[config.mk]
export PLATFORM = sky130hd
export DESIGN_NAME = imem_resp_unit
export DESIGN_NICKNAME = d
export VERILOG_FILES = /design/src/rtl/core_types_pkg.sv /design/src/rtl/dl_fifo_sync.sv /design/src/rtl/dl_fifo_sync_chk.sv /design/src/rtl/imem_resp_unit_chk.sv /design/src/rtl/imem_resp_unit.sv
export SDC_FILE = /design/constraint.sdc
export NUM_CORES = 1
export LEC_CHECK = 0
export CORE_UTILIZATION = 55
export DETAILED_ROUTE_END_ITERATION = 7
export PLACE_DENSITY_LB_ADDON = 0.15
export RECOVER_POWER = 50
export SLEW_MARGIN = 20
export SYNTH_ARGS = -nofsm -noshare
export SYNTH_HDL_FRONTEND = slang
export SYNTH_SLANG_ARGS = --single-unit
[constraint.sdc]
create_clock -name clk -period 5.2 [get_ports clk]
set_clock_uncertainty 0.15 [all_clocks]
set_input_delay 1.56 -clock clk [delete_from_list [all_inputs] [get_ports clk]]
set_output_delay 1.56 -clock clk [all_outputs]
set_load 0.005 [all_outputs]
[src/rtl/core_types_pkg.sv]
// Shared core types: address width, instruction-memory response record and limits.
// The err field of imem_resp_t exists only when IMEM_MISALIGN_CHK_EN is defined.
package core_types_pkg;

  localparam int N_BITS       = 32;
  localparam int IMEM_LAT_MAX = 4;

  typedef struct packed {
    logic [N_BITS-1:0] pc;
    logic [31:0]       instr;
`ifdef IMEM_MISALIGN_CHK_EN
    logic              err;
`endif
  } imem_resp_t;

endpackage

[src/rtl/dl_fifo_sync.sv]
// Synchronous FIFO with register storage, head read straight from storage (no bypass).
// Pointers wrap modulo DEPTH (power of 2); clr empties it in one cycle.
module dl_fifo_sync #(
  parameter int WIDTH = 8,
  parameter int DEPTH = 4
) (
  input  logic                       clk,
  input  logic                       rst_n,
  input  logic                       clr,
  input  logic                       push,
  input  logic [WIDTH-1:0]           wdata,
  input  logic                       pop,
  output logic [WIDTH-1:0]           rdata,
  output logic                       full,
  output logic                       empty,
  output logic [$clog2(DEPTH):0]     count
);

  localparam int AW = $clog2(DEPTH);
  localparam int CW = AW + 1;

  logic [WIDTH-1:0] mem_q [DEPTH];
  logic [WIDTH-1:0] mem_d [DEPTH];
  logic [AW-1:0]    wr_ptr_q, wr_ptr_d;
  logic [AW-1:0]    rd_ptr_q, rd_ptr_d;
  logic [CW-1:0]    count_q, count_d;
  logic             do_push, do_pop;

  assign empty   = (count_q == CW'(0));
  assign full    = (count_q == CW'(DEPTH));
  assign count   = count_q;
  assign rdata   = mem_q[rd_ptr_q];
  // A pop on empty is ignored; a push on full only succeeds alongside a real pop.
  assign do_pop  = pop && !empty;
  assign do_push = push && (!full || do_pop);

  // Next-state for storage, pointers and occupancy.
  always_comb begin
    mem_d    = mem_q;
    wr_ptr_d = wr_ptr_q;
    rd_ptr_d = rd_ptr_q;
    count_d  = count_q;
    if (clr) begin
      wr_ptr_d = '0;
      rd_ptr_d = '0;
      count_d  = '0;
    end else begin
      if (do_push) begin
        mem_d[wr_ptr_q] = wdata;
        wr_ptr_d        = wr_ptr_q + AW'(1);
      end else begin
        wr_ptr_d = wr_ptr_q;
      end
      if (do_pop) begin
        rd_ptr_d = rd_ptr_q + AW'(1);
      end else begin
        rd_ptr_d = rd_ptr_q;
      end
      case ({do_push, do_pop})
        2'b10:   count_d = count_q + CW'(1);
        2'b01:   count_d = count_q - CW'(1);
        default: count_d = count_q;
      endcase
    end
  end

  // State registers.
  always_ff @(posedge clk or negedge rst_n) begin
    if (!rst_n) begin
      for (int i = 0; i < DEPTH; i++) mem_q[i] <= '0;
      wr_ptr_q <= '0;
      rd_ptr_q <= '0;
      count_q  <= '0;
    end else begin
      mem_q    <= mem_d;
      wr_ptr_q <= wr_ptr_d;
      rd_ptr_q <= rd_ptr_d;
      count_q  <= count_d;
    end
  end

  dl_fifo_sync_chk u_chk (
    .clk   (clk),
    .rst_n (rst_n),
    .push  (push),
    .pop   (pop),
    .full  (full)
  );

endmodule

[src/rtl/dl_fifo_sync_chk.sv]
// Assertion checker for dl_fifo_sync: a push must never land on a full FIFO
// unless a pop frees the slot in the same cycle.
module dl_fifo_sync_chk (
  input logic clk,
  input logic rst_n,
  input logic push,
  input logic pop,
  input logic full
);

  a_no_overflow: assert property (@(posedge clk) disable iff (!rst_n) !(push && full && !pop));

endmodule

[src/rtl/imem_resp_unit_chk.sv]
// Assertion checker for imem_resp_unit credit accounting.
module imem_resp_unit_chk #(
  parameter int DEPTH = 4
) (
  input logic                    clk,
  input logic                    rst_n,
  input logic [$clog2(DEPTH):0]  outstanding,
  input logic [$clog2(DEPTH):0]  fifo_count,
  input logic                    fifo_full
);

  a_credit_bound: assert property (@(posedge clk) disable iff (!rst_n)
                                   outstanding <= ($clog2(DEPTH)+1)'(DEPTH));
  a_fifo_covered: assert property (@(posedge clk) disable iff (!rst_n)
                                   fifo_count <= outstanding);
  a_full_credit:  assert property (@(posedge clk) disable iff (!rst_n)
                                   fifo_full |-> (outstanding == ($clog2(DEPTH)+1)'(DEPTH)));

endmodule

[src/rtl/imem_resp_unit.sv]
// Instruction-fetch responder: issues PCs to a fixed-latency SRAM, buffers returns in a FIFO.
// Optional IMEM_MISALIGN_CHK_EN flags misaligned PCs as error responses without an SRAM read.
module imem_resp_unit
  import core_types_pkg::*;
#(
  parameter int LAT   = 2,
  parameter int DEPTH = 4
) (
  input  logic              clk,
  input  logic              rst_n,
  input  logic              req_valid,
  output logic              req_ready,
  input  logic [N_BITS-1:0] req_addr,
  input  logic              flush,
  output logic              resp_valid,
  input  logic              resp_ready,
  output logic [N_BITS-1:0] resp_pc,
  output logic [31:0]       resp_instr,
  output logic              resp_err,
  output logic              mem_en,
  output logic [N_BITS-1:0] mem_addr,
  input  logic [31:0]       mem_rdata
);

  localparam int CW = $clog2(DEPTH) + 1;

  logic [LAT-1:0]    vld_q, vld_d;
  logic [N_BITS-1:0] pc_q [LAT];
  logic [N_BITS-1:0] pc_d [LAT];
`ifdef IMEM_MISALIGN_CHK_EN
  logic [LAT-1:0]    err_q, err_d;
`endif
  logic [CW-1:0]     out_q, out_d;
  logic [CW-1:0]     fifo_count;
  logic              fifo_full, fifo_empty, fifo_push, fifo_pop;
  logic              accept, req_err;
  imem_resp_t        push_data, head;

  assign req_ready = rst_n && !flush && (out_q < CW'(DEPTH));
  assign accept    = req_valid && req_ready;
`ifdef IMEM_MISALIGN_CHK_EN
  assign req_err   = (req_addr[1:0] != 2'b00);
`else
  assign req_err   = 1'b0;
`endif
  assign mem_en    = accept && !req_err;
  assign mem_addr  = mem_en ? {req_addr[N_BITS-1:2], 2'b00} : '0;

  // In-flight pipeline: stage LAT-1 lines up with mem_rdata.
  always_comb begin
    vld_d = vld_q;
    pc_d  = pc_q;
`ifdef IMEM_MISALIGN_CHK_EN
    err_d = err_q;
`endif
    if (flush) begin
      vld_d = '0;
    end else begin
      vld_d[0] = accept;
      pc_d[0]  = req_addr;
`ifdef IMEM_MISALIGN_CHK_EN
      err_d[0] = req_err;
`endif
      for (int i = 1; i < LAT; i++) begin
        vld_d[i] = vld_q[i-1];
        pc_d[i]  = pc_q[i-1];
`ifdef IMEM_MISALIGN_CHK_EN
        err_d[i] = err_q[i-1];
`endif
      end
    end
  end

  // FIFO write record built from the landing stage.
  always_comb begin
    push_data       = '0;
    push_data.pc    = pc_q[LAT-1];
`ifdef IMEM_MISALIGN_CHK_EN
    push_data.err   = err_q[LAT-1];
    push_data.instr = err_q[LAT-1] ? 32'h0 : mem_rdata;
`else
    push_data.instr = mem_rdata;
`endif
  end

  assign fifo_push = vld_q[LAT-1] && !flush;
  assign fifo_pop  = resp_ready && !fifo_empty && !flush;

  // Outstanding credit count: in-flight plus buffered.
  always_comb begin
    out_d = out_q;
    if (flush) begin
      out_d = '0;
    end else begin
      case ({accept, fifo_pop})
        2'b10:   out_d = out_q + CW'(1);
        2'b01:   out_d = out_q - CW'(1);
        default: out_d = out_q;
      endcase
    end
  end

  // State registers.
  always_ff @(posedge clk or negedge rst_n) begin
    if (!rst_n) begin
      vld_q <= '0;
      for (int i = 0; i < LAT; i++) pc_q[i] <= '0;
`ifdef IMEM_MISALIGN_CHK_EN
      err_q <= '0;
`endif
      out_q <= '0;
    end else begin
      vld_q <= vld_d;
      pc_q  <= pc_d;
`ifdef IMEM_MISALIGN_CHK_EN
      err_q <= err_d;
`endif
      out_q <= out_d;
    end
  end

  dl_fifo_sync #(
    .WIDTH ($bits(imem_resp_t)),
    .DEPTH (DEPTH)
  ) u_fifo (
    .clk   (clk),
    .rst_n (rst_n),
    .clr   (flush),
    .push  (fifo_push),
    .wdata (push_data),
    .pop   (fifo_pop),
    .rdata (head),
    .full  (fifo_full),
    .empty (fifo_empty),
    .count (fifo_count)
  );

  assign resp_valid = !fifo_empty;
  assign resp_pc    = head.pc;
  assign resp_instr = head.instr;
`ifdef IMEM_MISALIGN_CHK_EN
  assign resp_err   = head.err;
`else
  assign resp_err   = 1'b0;
`endif

  imem_resp_unit_chk #(.DEPTH(DEPTH)) u_chk (
    .clk         (clk),
    .rst_n       (rst_n),
    .outstanding (out_q),
    .fifo_count  (fifo_count),
    .fifo_full   (fifo_full)
  );

endmodule
Word-level counts from Yosys, hierarchy flattened. Index checks and enable logic that the tools add are counted.

Input port bits: 69. Memory bits (writable): 0. Memories: 0. Bits in registers: 332. Bits in latches: 0. Logic and storage cells: 64. ROM bits: 0.

$mul: 0. Shifts and indexed selects: 0. Order comparisons: 4. Multiplexer cells: 16. Equal/unequal tests: 5. Reduce and logical (&&, ||, !) cells: 19. Add/sub/neg operators: 6. Bitwise logic cells: 3. Div/mod/pow operators: 0.

Operator list (count): bitwise mux 256 bit (1); 2-to-1 mux 64 bit (3); binary-select mux 64 bit (select 2 bit) (1); demux 64 bit (select 2 bit) (1); 2-to-1 mux 32 bit (1); case mux 3 bit (2 select lines) (2); 2-to-1 mux 2 bit (5); logical AND 1 bit (9); adder 3 x 1 -> 3 bit, second input constant (2); greater-or-equal comparator 3 bit, second input constant (2); 2-to-1 mux 3 bit (2); NOT 2 -> 3 bit (2); nonzero test 3 bit (2); subtractor 3 x 1 -> 3 bit, second input constant (2); adder 2 x 1 -> 2 bit, second input constant (2); == test 2 x 1 -> 1 bit, second input constant (2); == test 2 bit, second input constant (2); nonzero test 2 bit (2); == test 3 bit, second input constant (1); zero test 1 bit (3); zero test 3 bit (1); less-than comparator 3 x 1 -> 1 bit, second input constant (1); less-than comparator 3 bit, second input constant (1); AND reduction 2 bit (1); other kinds (2) (2).

Logic depth before layout (Yosys ltp). Gate-level depths: netlist of run 1.

Word-level depth: 10. Mapped depth: 9.

Modules after synthesis. A second synthesis of run 1 with hierarchy kept.

Cell total of the unflattened synthesis: 881. Area, all modules: 14815.5 sq um.

By module, submodules not included: dl_fifo_sync (area an instance 11883.9 sq um, cells an instance 679, times used 1, seq. area each 6581.3 sq um); imem_resp_unit (area an instance 2931.6 sq um, cells an instance 202, times used 1, seq. area each 1726.7 sq um).

Worst setup path before layout of run 1. No wires, ideal clock.

Path type: input to output. Start point: input flush. End point: output mem_addr[23]. Path slack: 0.804 ns. Buffers on the path: 3. Data arrival time: 2.686 ns. Stages on the path: 5. Cells stage by stage: clkbuf_1 > nor4bb_1 > clkbuf_1 > clkbuf_1 > and2_1.

Cells in the longest elaborated chain, start to end: 5.

RTL lines: start: declaration (RTL line imem_resp_unit.sv:14) `input logic flush,`; zero test 1 bit (RTL line imem_resp_unit.sv:39) `assign req_ready = rst_n && !flush && (out_q < CW'(DEPTH));`; logical AND 1 bit (2 in series) (RTL line imem_resp_unit.sv:39); logical AND 1 bit (RTL line imem_resp_unit.sv:40) `assign accept = req_valid && req_ready;`; named net mem_en (RTL line imem_resp_unit.sv:20) `output logic mem_en,`; 2-to-1 mux 32 bit (RTL line imem_resp_unit.sv:47) `assign mem_addr = mem_en ? {req_addr[N_BITS-1:2], 2'b00} : '0;`; end: declaration (RTL line imem_resp_unit.sv:21) `output logic [N_BITS-1:0] mem_addr,`.

The timed path passes the listed nets, and every way through them passes these cells.

Worst setup path after layout of run 1.
Start point: input req_valid. End point: output mem_addr[9].

Cells in the longest elaborated chain, start to end: 2.

RTL lines: start: declaration (RTL line imem_resp_unit.sv:11) `input logic req_valid,`; logical AND 1 bit (RTL line imem_resp_unit.sv:40); 2-to-1 mux 32 bit (RTL line imem_resp_unit.sv:47).

Every way passes these cells.

==> results of run 1 <==
## power groups by stage
| stage | combinational (mW) | clock [mW] | sequential [mW] |
|---|---|---|---|
| after global placement | 1.78 | 0 | 3.22 |
| after CTS | 1.81 | 2.60 | 3.19 |
| after global routing | 1.91 | 2.69 | 3.24 |
| after floorplan | 1.01 | 0 | 3.09 |
| final | 1.77 | 2.53 | 3.18 |
| after detailed placement | 1.80 | 0 | 3.23 |
## how the worst min path moves through the flow
stage,startpoint,to
final,vld_q[0],vld_q[1]
after global routing,vld_q[0],vld_q[1]
after CTS,vld_q[0],vld_q[1]
after detailed placement,vld_q[0],vld_q[1]
after global placement,vld_q[0],vld_q[1]
after floorplan,vld_q[0],vld_q[1]
## worst max-delay path, delay by kind of cell
kind / cells / cell delay [ns]
buf+inv: 3 / 1.19
simple gates: 2 / 0.52
## sequential cells by signal (all words and copies together), names as in the netlist
signal and count:
vld_q 2, u_fifo.count 3, out_q 3, pc_q 64, u_fifo.rd_ptr_q 2, u_fifo.mem_q 256, u_fifo.wr_ptr_q 2
## cells in the final DEF, fill, tap and decap left out, types with 4 or more instances in the layout
cell | synthesis | layout
buf_4 | 3 | 5
dfrtp_1 | 332 | 330
clkdlybuf4s50_1 | 0 | 162
mux4_2 | 64 | 64
clkbuf_1 | 12 | 8
nand2_2 | 4 | 4
clkbuf_16 | 0 | 37
ha_1 | 4 | 4
inv_1 | 4 | 4
nor2_1 | 9 | 9
clkbuf_2 | 0 | 4
buf_12 | 0 | 8
and2_1 | 30 | 30
clkbuf_8 | 0 | 9
mux2_2 | 322 | 322
## cell families (layout without fill, tap and decap cells)
family                     Yosys count  in the layout  synth area share
xor gates and xnor gates             5              5           0.00304
buffers and inverters               59            246            0.0292
DFF                                332            332             0.577
AOI/OAI and AO/OA                   11             11           0.00695
other                                1              3          0.000261
adders and majority gates            6              6           0.00626
muxes                              388            388             0.353
and+or+nand+nor                     58             58            0.0236
## per-stage QoR
stage / instance area [um^2] / worst slack (ns) / instances
after global routing: 17500 / 0.121 / 1379
after CTS: 17500 / 0.178 / 1379
final: 17500 / 0.200 / 1379
after floorplan: 14400 / 0.804 / 862
after global placement: 16300 / 0.214 / 1320
after detailed placement: 16300 / 0.191 / 1320
## Yosys cell counts, types with 2 or more instances
master      n  area, um^2
inv_1       4        15.0
xnor2_1     3        26.3
buf_1      10        37.5
a31oi_1     3        18.8
buf_6      24         270
nor4bb_1    2        20.0
and2_1     30         188
nor3_1      2        10.0
dfrtp_1   332        8310
buf_4       3        22.5
nor2_1      9        33.8
nor2b_1     2        12.5
nand2_2     4        25.0
mux4_2     64        1440
mux2_2    322        3630
buf_2       6        30.0
ha_1        4        50.1
xor2_1      2        17.5
mux2i_1     2        20.0
nand3_1     2        10.0
fa_1        2        40.0
nand2_1     3        11.3
clkbuf_1   12        45.0
## cell type report
type | instances | area, um^2
fill | 1790 | 7940
multi-input combinational | 471 | 5670
sequential | 332 | 8310
clock inverter | 7 | 113
timing repair buffer | 183 | 1860
tap | 330 | 413
clock buffer | 52 | 1070
inverter | 4 | 15.0
## metal layers
layer	track usage	up-vias
met5	0	-
met4	0.0572	0
met3	0.0313	37
met2	0.363	164
li1	-	3497
met1	0.287	4097
==> metrics list, run 1 <==
- Outcome: complete, but fails checks
- The final reports fail on capacitance limit, slew limit.
- Class of the most critical hold timing path: flop to flop
- CP endpoint: mem_addr[9]
- The internal power of the cells totals 5.67 mW.
- Kind of start point of the critical path: input port
- Skew-Pair Late Insertion Delay: roughly 0.5 ns
* CP startpoint: req_valid
* Data arrival, critical path: 3.29 ns
* Number of standard cells after synthesis: 860
- In this run the tightest slew margin relative to its limit is -0.406.
* Utilization of the core after routing: 0.687
- The max-slew violation total from the final report was 151.
- Setup violations remaining at the end of the flow were counted as 0.
- In this run, synthesis inferred 0 flip-flops with an integrated enable.
* Distinct cells, synth: 36
* Number of buffers inserted by port buffering: 165
- In this run the standard cell core region covers between 20000 and 30000 um^2.
- The first routing iteration left ~410 violations.
* Average cell area after synthesis: 16.7 um^2
- Tot GR Track Use: 0.213
* Post-synthesis cell area: 14400 um^2
- For this run, the leading register cell type out of synthesis is dfrtp_1.
- Relative contribution of combinational cells to total power: 0.237
* Met3 layer wire length in the routed design: 996 um
- Num ports: 169
- Routed length on met2: ~14 mm
* Period Utilization, post-route: 0.962
* CTS clk-pin slew, worst paths: 0.06 ns
- Maximum root-to-sink buffer count: 3
- R2R depth: 5
- Summed over all cells, the static leakage comes to 8.03 nW.
* Max-cap viol count: 1
- H-tree Lvls: 2
- For this run, design rule violations remaining after detail routing come to 0.
- Clock tree synthesis selected as its root buffer the cell clkbuf_16.
- Summing internal, switching and leakage power gives around 7.5 mW.
* Portion of total power attributed to sequential cells: 0.425
- The detail route stage leaves a number of antenna-violating nets equal to 0.
- After clock tree synthesis, the repair step resized 0 gates.
- Post-Route Hold Slack: approximately 0.32 ns
* YS warnings: 0
- For this configuration, the core starts out at a cell density of 0.567.
* TritonCTS clock tree: done
- Final total negative setup slack: 0 ns
- For this design, the CTS-stage hold fixing added 0 buffers.
* Element type at the critical path end: output port
* Total of flip-flops plus latches after synthesis: about 330
- The number of hold-slack violations in the final timing report came to 0.
- Along the worst hold path, the cell count comes to 1.
* Switching part of the total: 0.242
- Maximum vdd drop: 313 uV
- Count of standard-cell rows: 58
- In the routed layout, each cell is associated on average with a via count of 5.65.
- Placer's final routability congestion estimate: between 0.7 and 0.8
* Top metal layer carrying routed signals: met4
* Number of sinks on the clock net: about 330
- Register-to-register path setup slack: 2.33 ns
* Wire length of the first global-routing pass: 44.1 mm
- The largest individual stage delay along the critical path comes from the cell clkdlybuf4s50_1.
- The die covers 26800 um^2.
* Number of diodes added for antenna fixing: 0
- After detailed routing, the wire length on met1 is ~12 mm.
- Floorplan die height: 164 um
- Final HPWL DP: about 16 mm
* Slowest cell delay on critical path: 0.50 ns
- Relative contribution of the clock network to total power: 0.338
- Shortest period the worst path allows: roughly 5 ns
- Entering global routing, the biggest net connects 152 pins.
- For this run, the detailed router's first-pass iteration total came to 4.
- Total global routing overflow: 0
* Data required time at the worst endpoint: ~3.5 ns
- After clock tree synthesis, the setup repair step added 0 buffers.
- Worst setup path class: input port to output port
* Highest net fanout along the worst path: 26
* Total power per unit cell area: 428 nW/um^2
- Relative to the synthesized area, the layout overhead comes to 21.3%.
- Summing over every cut layer, the via total after detailed routing is roughly 7800.
* Switching power: 1.81 mW
- Die width: 164 um
- The initial antenna violation count is 0.
- Number of nets in the layout: roughly 1100
- At the pin with the least slew margin, the transition time is 2.11 ns.
- In the final routed layout, each cell accounts on average for about 20 um.
- Critical path cell sequence: clkdlybuf4s50_1 > nor4bb_4 > buf_12 > and2_1 > clkdlybuf4s50_1
- The endpoint identified for the worst register-to-register timing path is u_fifo.count[2].
- Routed WL: approximately 27 mm
* Unrepaired setup endpoints after global routing: false
- Max Clk Rate: between 150 and 200 MHz
- Share of post-route cells with drive strength above 1: 0.445
- Share of the yosys chip area belonging to registers: 0.577
* Async set-or-reset flop fraction in the synthesized netlist: 1.00
* Vias in the first global route: 8317
- By instance count, the cell type seen most on the critical path is clkdlybuf4s50_1.
- The worst register-to-register path begins at u_fifo.count[2].
* Total CTS buffers: 35
Note: power is estimated with default switching activity, not from simulation.
==> run 2, diff against run 1 <==
- CORE_UTILIZATION: 55 -> 51
- clock period: 5.2 -> 4.6 ns (I/O delays scaled with it)
==> metrics list, run 2 (synthesized netlist as in run 1, its figures left out) <==
- Outcome: complete, but fails checks (unchanged)
- Violations in the final reports: capacitance limit, slew limit (unchanged)
- The max-slew headroom at the worst pin is -0.227 (was -0.406).
- The cell with the largest stage delay on the worst path is clkdlybuf4s50_1 (unchanged).
- The pin count of the biggest net entering global routing came to 136 (was 152).
* Slew at the pin with the worst max-slew slack: 1.84 ns (was 2.11 ns)
* Effective utilization at floorplan: 0.518 (was 0.567)
- The type of element capturing the critical path is an output port (unchanged).
- The clock sink total was 332 (unchanged).
* Hold Violations, Final: 0 (unchanged)
- The final number of setup-violating endpoints was 0 (unchanged).
- The weighted congestion at the end of routability-driven global placement was 0.730 (was 0.743).
- The vertical die dimension is 170 um (was 164 um).
* Leak: 8.65 nW (was 8.03 nW)
* Register-to-register path setup slack: 1.41 ns (was 2.33 ns)
* Leading cell types in the layout, fill and taps excluded: dfrtp_1, mux2_2, clkdlybuf4s50_1 (unchanged)
* H-tree Lvls: 2 (unchanged)
- Skew-Pair Late Insertion Delay: 0.51 ns (was 0.50 ns)
- The post-layout net count is 1114 (was 1102).
- Shortest period the worst path allows: around 4.5 ns
* Max-cap viol count: 2 (was 1)
* Slowest cell delay on critical path: 0.49 ns (was 0.50 ns)
- Max-slew violation count: 207 (was 151)
- The routed length per instance was 19.3 um (was 19.6 um).
- Class of the most critical hold timing path: flop to flop (unchanged)
- The number of CTS-inserted buffers was 37 (was 35).
* Number of diodes added for antenna fixing: 0 (unchanged)
* Largest reg by FF count: u_fifo.mem_q (unchanged)
* Relative contribution of combinational cells to total power: 0.243 (was 0.237)
- Post-Route Hold Slack: 0.329 ns (was 0.324 ns)
- Final HPWL DP: 16.7 mm (was 16.0 mm)
* Routed WL: 27.9 mm (was 27.1 mm)
- The global-route wire length before repair was 45.3 mm (was 44.1 mm).
- The clock transition time at the flip-flop clock pins of the worst setup and hold paths came to 0.06 ns (about the same).
- In the finished design, the share of the clock period the worst path needs comes to 0.987.
- The total number of placement rows came to 61 (was 58).
- Total core area: 27800 um^2 (was 25400 um^2)
* Die width: 170 um (was 164 um)
* Maximum root-to-sink buffer count: 3 (unchanged)
- The final instance area came to 17800 um^2 (was 17500 um^2).
- The floorplan die area came to 28900 um^2 (was 26800 um^2).
- Kind of start point of the critical path: input port (unchanged)
* Data required time at the worst endpoint: 3.07 ns (was 3.49 ns)
- Relative contribution of the clock network to total power: 0.338 (about the same)
- Critical path cell sequence: clkdlybuf4s50_1 > nor4bb_4 > buf_4 > clkbuf_16 > and2_1 > clkdlybuf4s50_1 (was clkdlybuf4s50_1 > nor4bb_4 > buf_12 > and2_1 > clkdlybuf4s50_1)
- The placed cell area came to 16500 um^2 (was 16300 um^2).
- Count of hold-fix buffers inserted at cts: 0 (unchanged)
- TritonCTS clock tree: done (unchanged)
- The cell type group with the largest total delay on the critical path is buffers and inverters (unchanged).
* # DRC: 0 (unchanged)
- The areal power density over the cells was 477 nW/um^2 (was 428 nW/um^2).
* Share of post-route cells with drive strength above 1: 0.455 (was 0.445)
- The count of buffering cells on the critical path with inverters included came to 4 (was 3).
- Switching part of the total: 0.247 (was 0.242)
- The net switching power was 2.09 mW (was 1.81 mW).
* Per-cell via count in the routed design: 5.43 (was 5.65)
* Most frequent CP cell: clkdlybuf4s50_1 (unchanged)
- The share of total power in sequential cells is 0.420 (was 0.425).
- The flip-flop count of the largest register, all copies and words added was 256 (unchanged).
* Vias in the first global route: 8366 (was 8317)
* Post-placement cell count: 1372 (was 1320)
- Commonest non-fill, non-tap cell in the layout: dfrtp_1 (unchanged)
- DRC marker count from the first detailed-route iteration: 357 (was 409)
* Total global routing overflow: 0 (unchanged)
* Relative area change from synthesis to final layout: 23.5% (was 21.3%)
- Routed vias: 7840 (was 7795)
- The count of buffers from port buffering came to 165 (unchanged).
- The cell-internal power is 6.38 mW (was 5.67 mW).
- Clock root buffer: clkbuf_16 (unchanged)
- Timing would allow up to 220 MHz.
* Tot GR Track Use: 0.201 (was 0.213)
- DRT Pass-1 Iters: 4 (unchanged)
- Registers with the highest flip-flop counts: u_fifo.mem_q: 256 flops, pc_q: 64 flops (unchanged).
- Worst setup path class: input port to output port (unchanged)
* Num ports: 169 (unchanged)
- The critical path arrival came to 3.01 ns (was 3.29 ns).
- The initial antenna violation count was 0 (unchanged).
- The remaining number of nets flagged by the antenna check after routing came to 0 (unchanged).
* Maximum vdd drop: 285 uV (was 313 uV)
- Number of non-filler instances in the completed layout: 1443 (was 1379)
- The peak fanout along the critical path is 12 (was 26).
-- run 2: cell types whose count changed in the layout (fill, tap and decap cells not counted), sizes merged --
cell | before | now
clkdlybuf4s50 | 162 | 136
dlymetal6s2s | 0 | 26
buf | 13 | 24
clkinv | 3 | 11
bufinv | 3 | 1
clkbuf | 59 | 58
clkinvlp | 1 | 0
inv | 4 | 5
-- run 2: cell type report --
cell class,count,area [um^2]
Fill cell,2039,10000
Sequential cell,332,8310
Multi-Input combinational cell,471,5690
Timing Repair Buffer,193,2090
Clock buffer,52,1100
Tap cell,378,473
Clock inverter,13,97.6
Inverter,4,15.0
-- run 2: power groups by stage --
stage | clock, mW | combinational [mW] | sequential, mW
final | 2.86 | 2.06 | 3.55
after detailed placement | 0 | 2.09 | 3.61
after floorplan | 0 | 1.14 | 3.49
after global placement | 0 | 2.07 | 3.59
after CTS | 2.93 | 2.10 | 3.56
after global routing | 3.06 | 2.22 | 3.61
-- run 2: metrics by stage --
stage / setup TNS [ns] / util / setup slack [ns] / power [mW]
floorplan: 0 / - / 0.564 / 4.63
CTS: 0 / 0.637 / 0.0268 / 8.59
finish: 0 / 0.640 / 0.0589 / 8.47
global route: -0.111 / 0.640 / -0.0371 / 8.89
detailed placement: -1.20 / 0.593 / -0.104 / 5.70
global placement: -0.128 / 0.593 / -0.0262 / 5.66
-- run 2: worst paths after layout --
check / start / to / depth (start not counted)
worst max-delay path: req_valid / mem_addr[14] / 6
worst min-delay path: vld_q[0] / vld_q[1] / 1
worst max register to register: u_fifo.count[0] / u_fifo.mem_q[54] / 5
worst min register to register: vld_q[0] / vld_q[1] / 1
max in group asynchronous: rst_n / u_fifo.mem_q[164] / 4
min in group asynchronous: rst_n / u_fifo.mem_q[153] / 2
-- run 2: layer usage --
layer | routed length [um] | up-vias | track usage
li1 | - | 3500 | -
met1 | 12500 | 4147 | 0.275
met2 | 13700 | 159 | 0.336
met3 | 1230 | 34 | 0.0326
met4 | 443 | 0 | 0.0509
met5 | 0 | - | 0
-- run 2: repair_timing --
| action | CTS | global route |
|---|---|---|
| resized for setup | 1 | 27 |
| setup buffers | 0 | 5 |
| hold endpoints to repair | 0 | 0 |
| pin swaps | 1 | 0 |
| cloned | 0 | 1 |
| setup endpoints to repair | 30 | 30 |
==> run 3, diff against run 2 <==
- SKIP_LAST_GASP: unset -> 1
- SYNTH_HIERARCHICAL: unset -> 1
==> metrics list, run 3 <==
- Post-synthesis cell area: 14800 um^2 (was 14400 um^2)
- The initial antenna violation count came to 2 (was 0).
- Num ports: 169 (unchanged)
- The type of element capturing the critical path was an output port (unchanged).
* Vias in the first global route: 8367 (was 8366)
- The clock transition time at the flip-flop clock pins of the worst setup and hold paths was 0.05 ns (was 0.06 ns).
- The flip-flop count of the largest register, all copies and words added is 256 (unchanged).
- The floorplan die area came to 29700 um^2 (was 28900 um^2).
- Clock root buffer: clkbuf_16 (unchanged)
* Data required time at the worst endpoint: 3.07 ns (about the same)
* Max-cap viol count: 3 (was 2)
- Wire length of the first global-routing pass: 46.2 mm (was 45.3 mm)
* Slew at the pin with the worst max-slew slack: 2.01 ns (was 1.84 ns)
- The time the worst path needs with I/O delays and setup is 4.53 ns (was 4.54 ns).
* Violations in the final reports: capacitance limit, slew limit (unchanged)
* Period Utilization, post-route: 0.985 (was 0.987)
- Worst-case setup margin in the final layout: 0.0686 ns (was 0.0589 ns)
- The static leakage was 8.35 nW (was 8.65 nW).
- Register-to-register path setup slack: 0.80 ns (was 1.41 ns)
- The type of the worst min-delay path is flop to flop (unchanged).
* Total of fill cells in the finished design: 2137 (was 2039)
- DRT Pass-1 Iters: 4 (unchanged)
- The critical path arrival was 3.00 ns (was 3.01 ns).
- The mean cell area of the mapped netlist was 16.8 um^2 (was 16.7 um^2).
- The share of cells above drive strength 1 was 0.268 (was 0.455).
- CP startpoint: req_valid (unchanged)
* Routed WL: 28.3 mm (was 27.9 mm)
- The via count came to 7954 (was 7840).
* H-tree Lvls: 2 (unchanged)
- The initial DRC count came to 370 (was 357).
- The max-slew violation total from the final report came to 78 (was 207).
* Kind of start point of the critical path: input port (unchanged)
* Number of standard cells after synthesis: 880 (was 860)
* Maximum root-to-sink buffer count: 3 (unchanged)
* Floorplan die height: 172 um (was 170 um)
- The number of hold-slack violations in the final timing report was 0 (unchanged).
- Detail-routed net length per standard cell: 19.4 um (was 19.3 um)
- The initial core utilization came to 0.517 (was 0.518).
* Total global routing overflow: 0 (unchanged)
- Pin count of the biggest net entering global routing: 69 (was 136)
* Largest reg by FF count: u_fifo/mem_q (was u_fifo.mem_q)
- Per-cell via count in the routed design: 5.45 (was 5.43)
- Total power per unit cell area: 396 nW/um^2 (was 477 nW/um^2)
* YS warnings: 6 (was 0)
- The final number of setup-violating endpoints was 0 (unchanged).
- Leading cell types in the layout, fill and taps excluded: dfrtp_1, mux2_1, clkdlybuf4s50_1 (was dfrtp_1, mux2_2, clkdlybuf4s50_1).
- Unrepaired setup endpoints after global routing: true
* Number of buffers inserted to repair setup after CTS: 0 (unchanged)
- Die width: 172 um (was 170 um)
- The clock share of power was 0.420 (was 0.338).
- Slew headroom: -0.358 (was -0.227)
- Internal power of the cells: 5.61 mW (was 6.38 mW)
- The total routing resource utilization after global routing is 0.201 (about the same).
- The post-placement setup slack was 0.0475 ns (was -0.104 ns).
* Relative area change from synthesis to final layout: 21.9% (was 23.5%)
* Switching part of the total: 0.215 (was 0.247)
- The most frequent standard cell in the layout excluding fill and tap cells is dfrtp_1 (unchanged).
- Number of sinks on the clock net: 332 (unchanged)
- The number of CTS-inserted buffers came to 38 (was 37).
- Post-cts gate resize count: 0 (was 1)
* Skew-Pair Late Insertion Delay: 0.50 ns (was 0.51 ns)
- The estimated wirelength of the detail-placed design is 17.2 mm (was 16.7 mm).
* Utilization of the core after routing: 0.631 (was 0.640)
* Beginning of the worst hold path: vld_q[0] (unchanged)
- Registers with the highest flip-flop counts: u_fifo/mem_q: 256 flops, pc_q: 64 flops (was u_fifo.mem_q: 256 flops, pc_q: 64 flops)
* Highest net fanout along the worst path: 39 (was 12)
- The maximum achievable frequency was 221 MHz (was 220 MHz).
- Count of standard-cell rows: 62 (was 61)
* Switching power: 1.54 mW (was 2.09 mW)
- R2R Path Start: u_fifo/count[0] (was u_fifo.count[0])
- Outcome: complete, but fails checks (unchanged).
* Relative contribution of combinational cells to total power: 0.124 (was 0.243)
- Number of buffers inserted by port buffering: 165 (unchanged)
* Portion of total power attributed to sequential cells: 0.457 (was 0.420)
- The TritonCTS clock tree is done (unchanged).
* Count of antenna-violating nets left after detailed routing: 0 (unchanged)
* Worst setup path class: input port to output port (unchanged)
- The core area came to 28600 um^2 (was 27800 um^2).
* Final total negative setup slack: 0 ns (unchanged)
- Maximum vdd drop: 271 uV (was 285 uV)
* Placer's final routability congestion estimate: 0.688 (was 0.730)
- Number of nets in the layout: 1124 (was 1114)
- # DRC: 0 (unchanged)
-- run 3: per-stage QoR --
| step | cells | hold WS [ns] | instance area (um^2) | power [mW] |
|---|---|---|---|---|
| 2_1_floorplan | 882 | 0.289 | 14800 | 3.71 |
| 3_3_place_gp | 1393 | 0.311 | 16900 | 4.19 |
| 3_5_place_dp | 1393 | 0.303 | 16900 | 4.21 |
| 4_1_cts | 1459 | 0.317 | 18100 | 7.25 |
| 5_1_grt | 1460 | 0.342 | 18100 | 7.45 |
| 6_report | 1460 | 0.314 | 18100 | 7.14 |
-- run 3: power groups by stage --
| stage | Clock, mW | Sequential [mW] | Combinational (mW) |
|---|---|---|---|
| after floorplan | 0 | 3.26 | 0.448 |
| after global placement | 0 | 3.31 | 0.887 |
| after detailed placement | 0 | 3.31 | 0.899 |
| after CTS | 3.09 | 3.26 | 0.902 |
| after global routing | 3.20 | 3.29 | 0.958 |
| final | 3.00 | 3.26 | 0.884 |
-- run 3: layout make-up --
type | count | area (um^2) | share of cell area
antenna | 1 | 2.50 | 0.000139
clock buffer | 61 | 1190 | 0.0658
inverter | 4 | 15.0 | 0.000832
timing repair buffer | 191 | 1920 | 0.106
tap | 384 | 480 | 0.0266
sequential | 332 | 8320 | 0.461
clock inverter | 5 | 78.8 | 0.00437
multi-input combinational | 482 | 6050 | 0.335
-- run 3: what timing repair did --
action,CTS,global route
endpoints found under the hold margin,0,0
setup endpoints to repair,0,22
hold buffers,0,0
-- run 3: final timing paths --
| kind | endpoint | cells after the start |
|---|---|---|
| setup reg to reg | u_fifo/mem_q[250] | 7 |
| hold reg to reg | vld_q[1] | 1 |
| min in group asynchronous | u_fifo/mem_q[49] | 2 |
| max in group asynchronous | u_fifo/mem_q[150] | 4 |
| hold / removal | vld_q[1] | 1 |
| setup / recovery | mem_addr[16] | 5 |
-- run 3: worst max-delay path, cell delays in order --
cell	delay [ns]
clkdlybuf4s50_1	0.47
nor4bb_4	0.25
buf_12	0.24
and2_1	0.16
clkdlybuf4s50_1	0.50
-- run 3: metal layers --
metal | routed length, um | track usage | vias up
met4 | 441 | 0.0504 | 2
met2 | 13300 | 0.321 | 143
met5 | 13 | 0 | -
met3 | 1200 | 0.0355 | 41
met1 | 13400 | 0.286 | 4199
li1 | - | - | 3569
